[src/rtl/serial_adder.sv]
// Multi-cycle adder: one BITS_PER_CYCLE-wide slice plus a registered carry, LSB slice first.
// Optional macro SERIAL_ADDER_SUB_EN adds a 'sub' port for a - b (carry=1 means no borrow).
module serial_adder #(
    parameter int WIDTH          = 8,
    parameter int BITS_PER_CYCLE = 1
) (
    input  logic             clk,
    input  logic             rst,
    input  logic             start,
    input  logic [WIDTH-1:0] a,
    input  logic [WIDTH-1:0] b,
    input  logic             cin,
`ifdef SERIAL_ADDER_SUB_EN
    input  logic             sub,
`endif
    output logic             busy,
    output logic             done,
    output logic [WIDTH-1:0] sum,
    output logic             carry
);

    localparam int STEPS = WIDTH / BITS_PER_CYCLE;
    localparam int CNT_W = $clog2(STEPS) + 1;
    localparam logic [CNT_W-1:0] LAST_STEP = CNT_W'(STEPS - 1);

    // Reject configurations where the slice does not tile the operand.
    if (WIDTH < 2 || BITS_PER_CYCLE < 1 || (WIDTH % BITS_PER_CYCLE) != 0) begin : g_bad_params
        $error("serial_adder: WIDTH must be >= 2 and a multiple of BITS_PER_CYCLE");
    end

    typedef enum logic [1:0] {
        IDLE = 2'b00,
        RUN  = 2'b01,
        DONE = 2'b10
    } state_e;

    state_e                state_q, state_d;
    logic [WIDTH-1:0]      a_reg_q, a_reg_d;
    logic [WIDTH-1:0]      b_reg_q, b_reg_d;
    logic [WIDTH-1:0]      psum_q,  psum_d;
    logic                  creg_q,  creg_d;
    logic [CNT_W-1:0]      cnt_q,   cnt_d;
    logic [WIDTH-1:0]      sum_q,   sum_d;
    logic                  carry_q, carry_d;

    logic [BITS_PER_CYCLE:0] slice;
    logic [WIDTH-1:0]        psum_next;
    logic [WIDTH-1:0]        b_load;
    logic                    c_load;

    // Operand conditioning at capture time: subtraction is a + ~b + 1.
`ifdef SERIAL_ADDER_SUB_EN
    assign b_load = sub ? ~b : b;
    assign c_load = sub ? 1'b1 : cin;
`else
    assign b_load = b;
    assign c_load = cin;
`endif

    // Slice adder; its low part enters the partial sum from the MSB end.
    assign slice = {1'b0, a_reg_q[BITS_PER_CYCLE-1:0]}
                 + {1'b0, b_reg_q[BITS_PER_CYCLE-1:0]}
                 + {{BITS_PER_CYCLE{1'b0}}, creg_q};

    assign psum_next = (psum_q >> BITS_PER_CYCLE)
                     | (WIDTH'(slice[BITS_PER_CYCLE-1:0]) << (WIDTH - BITS_PER_CYCLE));

    always_comb begin
        // NOTE: every variable gets a hold default first so no branch can infer a latch.
        state_d = state_q;
        a_reg_d = a_reg_q;
        b_reg_d = b_reg_q;
        psum_d  = psum_q;
        creg_d  = creg_q;
        cnt_d   = cnt_q;
        sum_d   = sum_q;
        carry_d = carry_q;

        unique case (state_q)
            IDLE: begin
                if (start) begin
                    a_reg_d = a;
                    b_reg_d = b_load;
                    creg_d  = c_load;
                    psum_d  = '0;
                    cnt_d   = '0;
                    state_d = RUN;
                end
            end
            RUN: begin
                a_reg_d = a_reg_q >> BITS_PER_CYCLE;
                b_reg_d = b_reg_q >> BITS_PER_CYCLE;
                psum_d  = psum_next;
                creg_d  = slice[BITS_PER_CYCLE];
                cnt_d   = cnt_q + CNT_W'(1);
                if (cnt_q == LAST_STEP) begin
                    sum_d   = psum_next;
                    carry_d = slice[BITS_PER_CYCLE];
                    state_d = DONE;
                end
            end
            DONE: begin
                state_d = IDLE;
            end
            default: begin
                state_d = IDLE;
            end
        endcase
    end

    // NOTE: state registers use non-blocking assignments so every flop samples pre-edge values.
    always_ff @(posedge clk or posedge rst) begin
        if (rst) begin
            state_q <= IDLE;
            a_reg_q <= '0;
            b_reg_q <= '0;
            psum_q  <= '0;
            creg_q  <= 1'b0;
            cnt_q   <= '0;
            sum_q   <= '0;
            carry_q <= 1'b0;
        end else begin
            state_q <= state_d;
            a_reg_q <= a_reg_d;
            b_reg_q <= b_reg_d;
            psum_q  <= psum_d;
            creg_q  <= creg_d;
            cnt_q   <= cnt_d;
            sum_q   <= sum_d;
            carry_q <= carry_d;
        end
    end

    // Handshake outputs decode the state register directly, so they are glitch-free.
    assign busy  = (state_q == RUN);
    assign done  = (state_q == DONE);
    assign sum   = sum_q;
    assign carry = carry_q;

endmodule

[config.mk]
export PLATFORM = sky130hd
export DESIGN_NAME = serial_adder
export DESIGN_NICKNAME = d
export VERILOG_FILES = /design/src/rtl/serial_adder.sv
export SDC_FILE = /design/constraint.sdc
export NUM_CORES = 1
export LEC_CHECK = 0
export ABC_AREA = 1
export BUFFER_PORTS_ARGS = -buffer_cell sky130_fd_sc_hd__buf_2
export CAP_MARGIN = 30
export CORE_MARGIN = 10
export CORE_UTILIZATION = 30
export CTS_CLUSTER_SIZE = 12
export DETAILED_ROUTE_END_ITERATION = 12
export GPL_ROUTABILITY_DRIVEN = 0
export SLEW_MARGIN = 20
export SYNTH_ARGS = -nofsm -noshare
export SYNTH_HDL_FRONTEND = slang
export SYNTH_SLANG_ARGS = --single-unit
[constraint.sdc]
create_clock -name clk -period 3.2 [get_ports clk]
set_input_delay 0.32 -clock clk [delete_from_list [all_inputs] [get_ports clk]]
set_output_delay 0.32 -clock clk [all_outputs]
set_load 0.05 [all_outputs]
==> impl_metrics.csv, run 1 <==
group,metric,value,unit
run_status,status,"finished clean",
cts,postCtsSetupBuffers,0,
worst_setup_path,r2r_cells,5,
cts,cts-resized-gates,0,
cts,cts_inserted_buffers,5,
synthesis,synth_top_area_frac,0.5804,
flow_run,max-cap-violations,0,
global_routing,grt_pass1_wl,6.285,mm
worst_setup_path,critPathLaunch,"state_q[0]",
pwr,cellPowerDensity,999.3,mW/mm^2
sta,grt_setup_unrepaired,"false",
global_routing,grt_overflow,0,
cts,clock_latency,0.28,ns
worst_setup_path,rrSetupSlack,1.75,ns
cts,cts_hold_repair.buffers,0,
synthesis,synth_cells,188,
sta,slew_headroom,0.6713,
finish,finalNetCount,241,
synthesis,syn_area,0.001682,mm^2
cts,root_buffer,"clkbuf_8",
synthesis,synth_largest_area_cell,"dfrtp_1",
worst_setup_path,cp-start-kind,"flip-flop",
pwr,peakVddDrop,0.3296,mV
worst_setup_path,max_stage_delay,0.43,ns
floorplanning,fp.coreArea,0.005473,mm^2
sta,final.setup_skew,0.003650,ns
synthesis,synth_ff_type,"dfrtp_1",
drt,num_vias,1313,
floorplanning,io_pins,31,
worst_setup_path,worstPathCellList,"nand2_2, inv_2, buf_2",
synthesis,synth-simple-area-share,0.3125,
floorplanning,dieWidth,94.87,um
pwr,leakagePower,1.009,nW
global_routing,grt_use_total,0.08711,
worst_setup_path,cp_data_required_time,2.88,ns
sta,period_minus_slack,1.760,ns
sta,fin_crit_sh,0.5499,
worst_hold_path,hp-class,"in -> async",
worst_setup_path,slowest_stage,"dfrtp_1",
placement,port_buffers,30,
synthesis,synth.distinct_cells,19,
sta,drv_slew,0,
synthesis,synth-seq-area-share,0.5804,
worst_setup_path,cp.arrival,1.44,ns
synthesis,synth_area_per_cell,8.945,um^2
worst_setup_path,path_max_fanout,23,
worst_setup_path,critical_path_buf_inv_count,2,
worst_setup_path,critPathKind,"reg -> out",
drt,drt_pass1_iterations,4,
cts,cts.sinks,39,
finish,fillers,593,
drt,drt_wl_total,3.566,mm
drt,vias_per_cell,4.512,
global_routing,grt_start_max_net_pins,40,
cts,htreeDepth,2,
synthesis,synth_fp_nets,210,
finish,drive_gt1_frac,0.2100,
worst_setup_path,critical_path.top_delay_family,"buffers and inverters",
cts,cts_tree,"yes",
sta,fmax,568.3,MHz
sta,tightestPinTransition,0.4912,ns
synthesis,ys_top_cells_by_count,"70 x nand2_1, 40 x nand3_1, 39 x dfrtp_1",
synthesis,synthMuxAreaShare,0,
global_routing,antenna_found_initial,0,
worst_setup_path,cp-end-kind,"output port",
pwr,finalPower,1.966,mW
synthesis,yosysMostFrequentCell,"nand2_1",
synthesis,ys_async_sr_fraction,1.000,
cts,path_clk_slew,0.07,ns
global_routing,first_global_vias,1386,
finish,multi_input_area,614.3,um^2
floorplanning,initial_core_util,0.3073,
placement,dp_hpwl,2.395,mm
drt,wire_per_inst,12.25,um
drt,drc,0,
drt,drtIter0Drc,42,
synthesis,synth_compound_area_frac,0.03348,
synthesis,ys_ff_latch,39,
sta,hold_viol,0,
synthesis,synth_edf_count,0,
worst_setup_path,r2r-start,"state_q[1]",
floorplanning,dieHeight,94.87,um
synthesis,synth_top_family_by_area,"simple AND/OR/NAND/NOR gates",
finish,regArea,975.9,um^2
synthesis,netlist_top_cells_area,"dfrtp_1 58%, nand2_1 16%, nand3_1 12%, inv_1 1.6%, buf_6 1.3%",
drt,final_antenna_net_count,0,
synthesis,synthAdderAreaFrac,0.01935,
sta,final-setup-viol-count,0,
synthesis,synth_warnings,0,
finish,diodes,0,
cts,clockBufferDepth,2,
sta,setup_tns,0,ns
finish,syn2layout_area_growth,16.96,%
synthesis,synth_xor_area_frac,0,
floorplanning,rows,27,
floorplanning,dieArea,0.009000,mm^2
worst_setup_path,rr_endpoint,"a_reg_q[6]",
==> report_power, final <==
part | leakage, nW | internal, mW | total (mW) | switching, mW
clock network | 0.0470 | 0.169 | 0.331 | 0.162
registers | 0.501 | 0.701 | 0.826 | 0.125
logic | 0.461 | 0.233 | 0.808 | 0.576
==> sequential cells by signal, summed over array words and instances, names as in the netlist <==
signal / flops
carry: 1
sum: 8
cnt_q: 4
b_reg_q: 8
a_reg_q: 8
psum_q: 7
state_q: 2
creg_q: 1
==> layout by cell type (no fill, tap or decap) <==
cell,n
nand2_1,70
fa_1,1
nor2_1,4
inv_1,7
ha_1,1
a21oi_1,1
nand4_1,1
clkinv_2,1
o21bai_1,1
nand2_2,3
o21ai_0,3
nor2_4,2
o21ai_1,2
dfrtp_1,39
buf_4,2
o22ai_1,3
inv_2,2
nand3_1,40
buf_2,30
clkbuf_8,6
==> logic make-up (layout without fill, tap and decap cells) <==
logic type	Yosys count	after routing
AND/OR/NAND/NOR	120	120
flip-flops	39	39
buffers and inverters	17	48
AO/OA/AOI/OAI	10	10
adder cells (fa/ha/maj)	2	2
==> worst min-delay path: stages <==
cell,delay (ns)
buf_2,0.09
inv_1,0.04
buf_4,0.41
==> worst max path at each step <==
stage                     endpoint  slack (ns)  cells past startpoint
after floorplan               done        1.80                      1
after global placement        busy        1.76                      3
after detailed placement      busy        1.73                      4
after CTS                     busy        1.41                      4
after global routing          busy        1.33                      4
final                         busy        1.44                      3
==> cell type report <==
cell class                      count  share of cell area
Timing Repair Buffer               32             0.08397
Inverter                            9             0.01718
Tap cell                           72             0.04580
Sequential cell                    39              0.4962
Clock inverter                      1            0.002545
Clock buffer                        6             0.04198
Multi-Input combinational cell    132              0.3123
==> metal layers <==
layer,GRT usage,routed length [um]
met1,0.1006,1692
met2,0.1373,1511
met3,0.03886,315
met4,0.03741,47
met5,0,0
==> stage by stage <==
step / hold WS, ns / utilization / area, um^2 / cells / setup slack (ns)
CTS: 0.1552 / 0.3594 / 1967 / 291 / 1.415
global placement: 0.4519 / 0.3434 / 1879 / 284 / 1.759
detailed placement: 0.4568 / 0.3434 / 1879 / 284 / 1.733
finish: 0.1346 / 0.3594 / 1967 / 291 / 1.440
global route: 0.1946 / 0.3594 / 1967 / 291 / 1.328
floorplan: 0.4296 / - / 1682 / 188 / 1.797
Power figures use the tool's default switching activity.
==> run 2, diff against run 1 <==
==> constraint.sdc (replaced) <==
create_clock -name clk -period 1.7 [get_ports clk]
set_input_delay 0.17 -clock clk [delete_from_list [all_inputs] [get_ports clk]]
set_output_delay 0.17 -clock clk [all_outputs]
set_load 0.05 [all_outputs]
==> impl_metrics.csv, run 2 (synthesized netlist as in run 1, its figures left out) <==
group,metric,value,unit
run_status,status,"finished with violations",
run_status,violations,"negative hold slack",
worst_setup_path,cp_data_required_time,1.53,ns
pwr,power.share.clock,0.165,
sta,setup_tns,0,ns
sta,fin_crit_sh,0.8988,
cts,cts_tree,"yes",
floorplanning,fp.coreArea,0.005473,mm^2
pwr,pwr-share-comb,0.414,
sta,hold_viol,22,
finish,finalNetCount,243,
drt,drtIter0Drc,73,
sta,period_minus_slack,1.528,ns
finish,final_cell_mix,"70 x nand2_1, 40 x nand3_1, 39 x dfrtp_1",
drt,final_antenna_net_count,0,
global_routing,grt_pass1_wl,6.085,mm
finish,drive_gt1_frac,0.2172,
floorplanning,dieWidth,94.87,um
pwr,cellPowerDensity,1875,mW/mm^2
cts,path_clk_slew,0.07,ns
sta,tightestPinTransition,0.4899,ns
cts,root_buffer,"clkbuf_8",
floorplanning,dieHeight,94.87,um
drt,wire_per_inst,12.03,um
floorplanning,rows,27,
cts,cts_hold_repair.buffers,0,
placement,dp_hpwl,2.450,mm
global_routing,antenna_found_initial,0,
placement,dp.cells,286,
placement,place_area,0.001894,mm^2
finish,final_cell_count_no_fill,293,
cts,clockBufferDepth,2,
floorplanning,io_pins,31,
finish,diodes,0,
pwr,pwr-share-seq,0.420,
finish,fin_area,0.001982,mm^2
finish,syn2layout_area_growth,17.86,%
drt,vias_per_cell,4.471,
sta,fmax,654.5,MHz
sta,hold_ws,-0.01980,ns
cts,clock_latency,0.29,ns
placement,port_buffers,30,
floorplanning,initial_core_util,0.3073,
finish,layout_commonest_cell,"nand2_1",
global_routing,first_global_vias,1320,
pwr,p_sw,1.622,mW
pwr,peakVddDrop,0.6517,mV
sta,drv_slew,0,
cts,htreeDepth,2,
sta,slew_headroom,0.6734,
drt,drt_pass1_iterations,4,
worst_setup_path,critPathKind,"reg -> out",
worst_setup_path,cp.arrival,1.36,ns
pwr,switching_share,0.4363,
sta,final-setup-viol-count,0,
pwr,leakagePower,1.018,nW
cts,postCtsSetupBuffers,0,
flow_run,max-cap-violations,0,
cts,cts.sinks,39,
sta,grt_setup_unrepaired,"false",
global_routing,grt_start_max_net_pins,40,
drt,drt_wl_total,3.525,mm
worst_setup_path,path_max_fanout,16,
floorplanning,dieArea,0.009000,mm^2
pwr,p_int,2.095,mW
worst_setup_path,cp-start-kind,"flip-flop",
drt,num_vias,1310,
global_routing,grt_use_total,0.08445,
worst_setup_path,cp-end-kind,"output port",
cts,cts_inserted_buffers,5,
cts,cts-resized-gates,0,
sta,final.setup_skew,0.005721,ns
global_routing,grt_overflow,0,
worst_hold_path,hp-class,"in -> async",
drt,drc,0,
finish,fillers,599,
-- run 2: cell count changes in the layout (fill, tap and decap cells not counted) --
cell and delta:
buf_4 +2
-- run 2: per-layer routing --
metal | part of all wire | global-route usage
met5 | 0 | 0
met4 | 0.013 | 0.02993
met3 | 0.066 | 0.03172
met2 | 0.42 | 0.1230
met1 | 0.50 | 0.1118
-- run 2: cell type report --
class,instances,area (um^2),share of cell area
Clock buffer,6,82.58,0.04167
Tap cell,72,90.09,0.04545
Multi-Input combinational cell,132,614.3,0.3100
Sequential cell,39,975.9,0.4924
Inverter,9,33.78,0.01705
Clock inverter,1,5.005,0.002525
Timing Repair Buffer,34,180.2,0.09091
-- run 2: per-stage QoR --
step	total power, mW	setup WS (ns)	util
2_1_floorplan	2.814	0.4466	-
3_3_place_gp	3.136	0.3614	0.3461
3_5_place_dp	3.168	0.3236	0.3461
4_1_cts	3.788	0.1408	0.3621
5_1_grt	4.048	0.06480	0.3621
6_report	3.717	0.1720	0.3621
-- run 2: worst paths after layout --
kind,start,endpoint,slack [ns],cells after the start
max reg2reg,state_q[0],psum_q[7],0.33,4
max in group asynchronous,rst,sum[1],1.37,3
min reg2reg,psum_q[3],sum[2],0.47,2
min in group clk,a[7],a_reg_q[7],0.07,3
min,rst,a_reg_q[5],-0.02,3
max,state_q[0],busy,0.17,3
-- run 2: critical path, cell delays in order, from the launching register on --
cell,delay [ns]
dfrtp_1,0.43
nand2_2,0.09
inv_2,0.23
buf_2,0.33
-- run 2: power by group through the flow --
stage | Combinational, mW | Clock, mW | Sequential, mW
CTS | 1.59 | 0.633 | 1.56
finish | 1.54 | 0.615 | 1.56
floorplan | 0.926 | 0 | 1.89
detailed placement | 1.59 | 0 | 1.58
global route | 1.75 | 0.680 | 1.61
global placement | 1.56 | 0 | 1.57
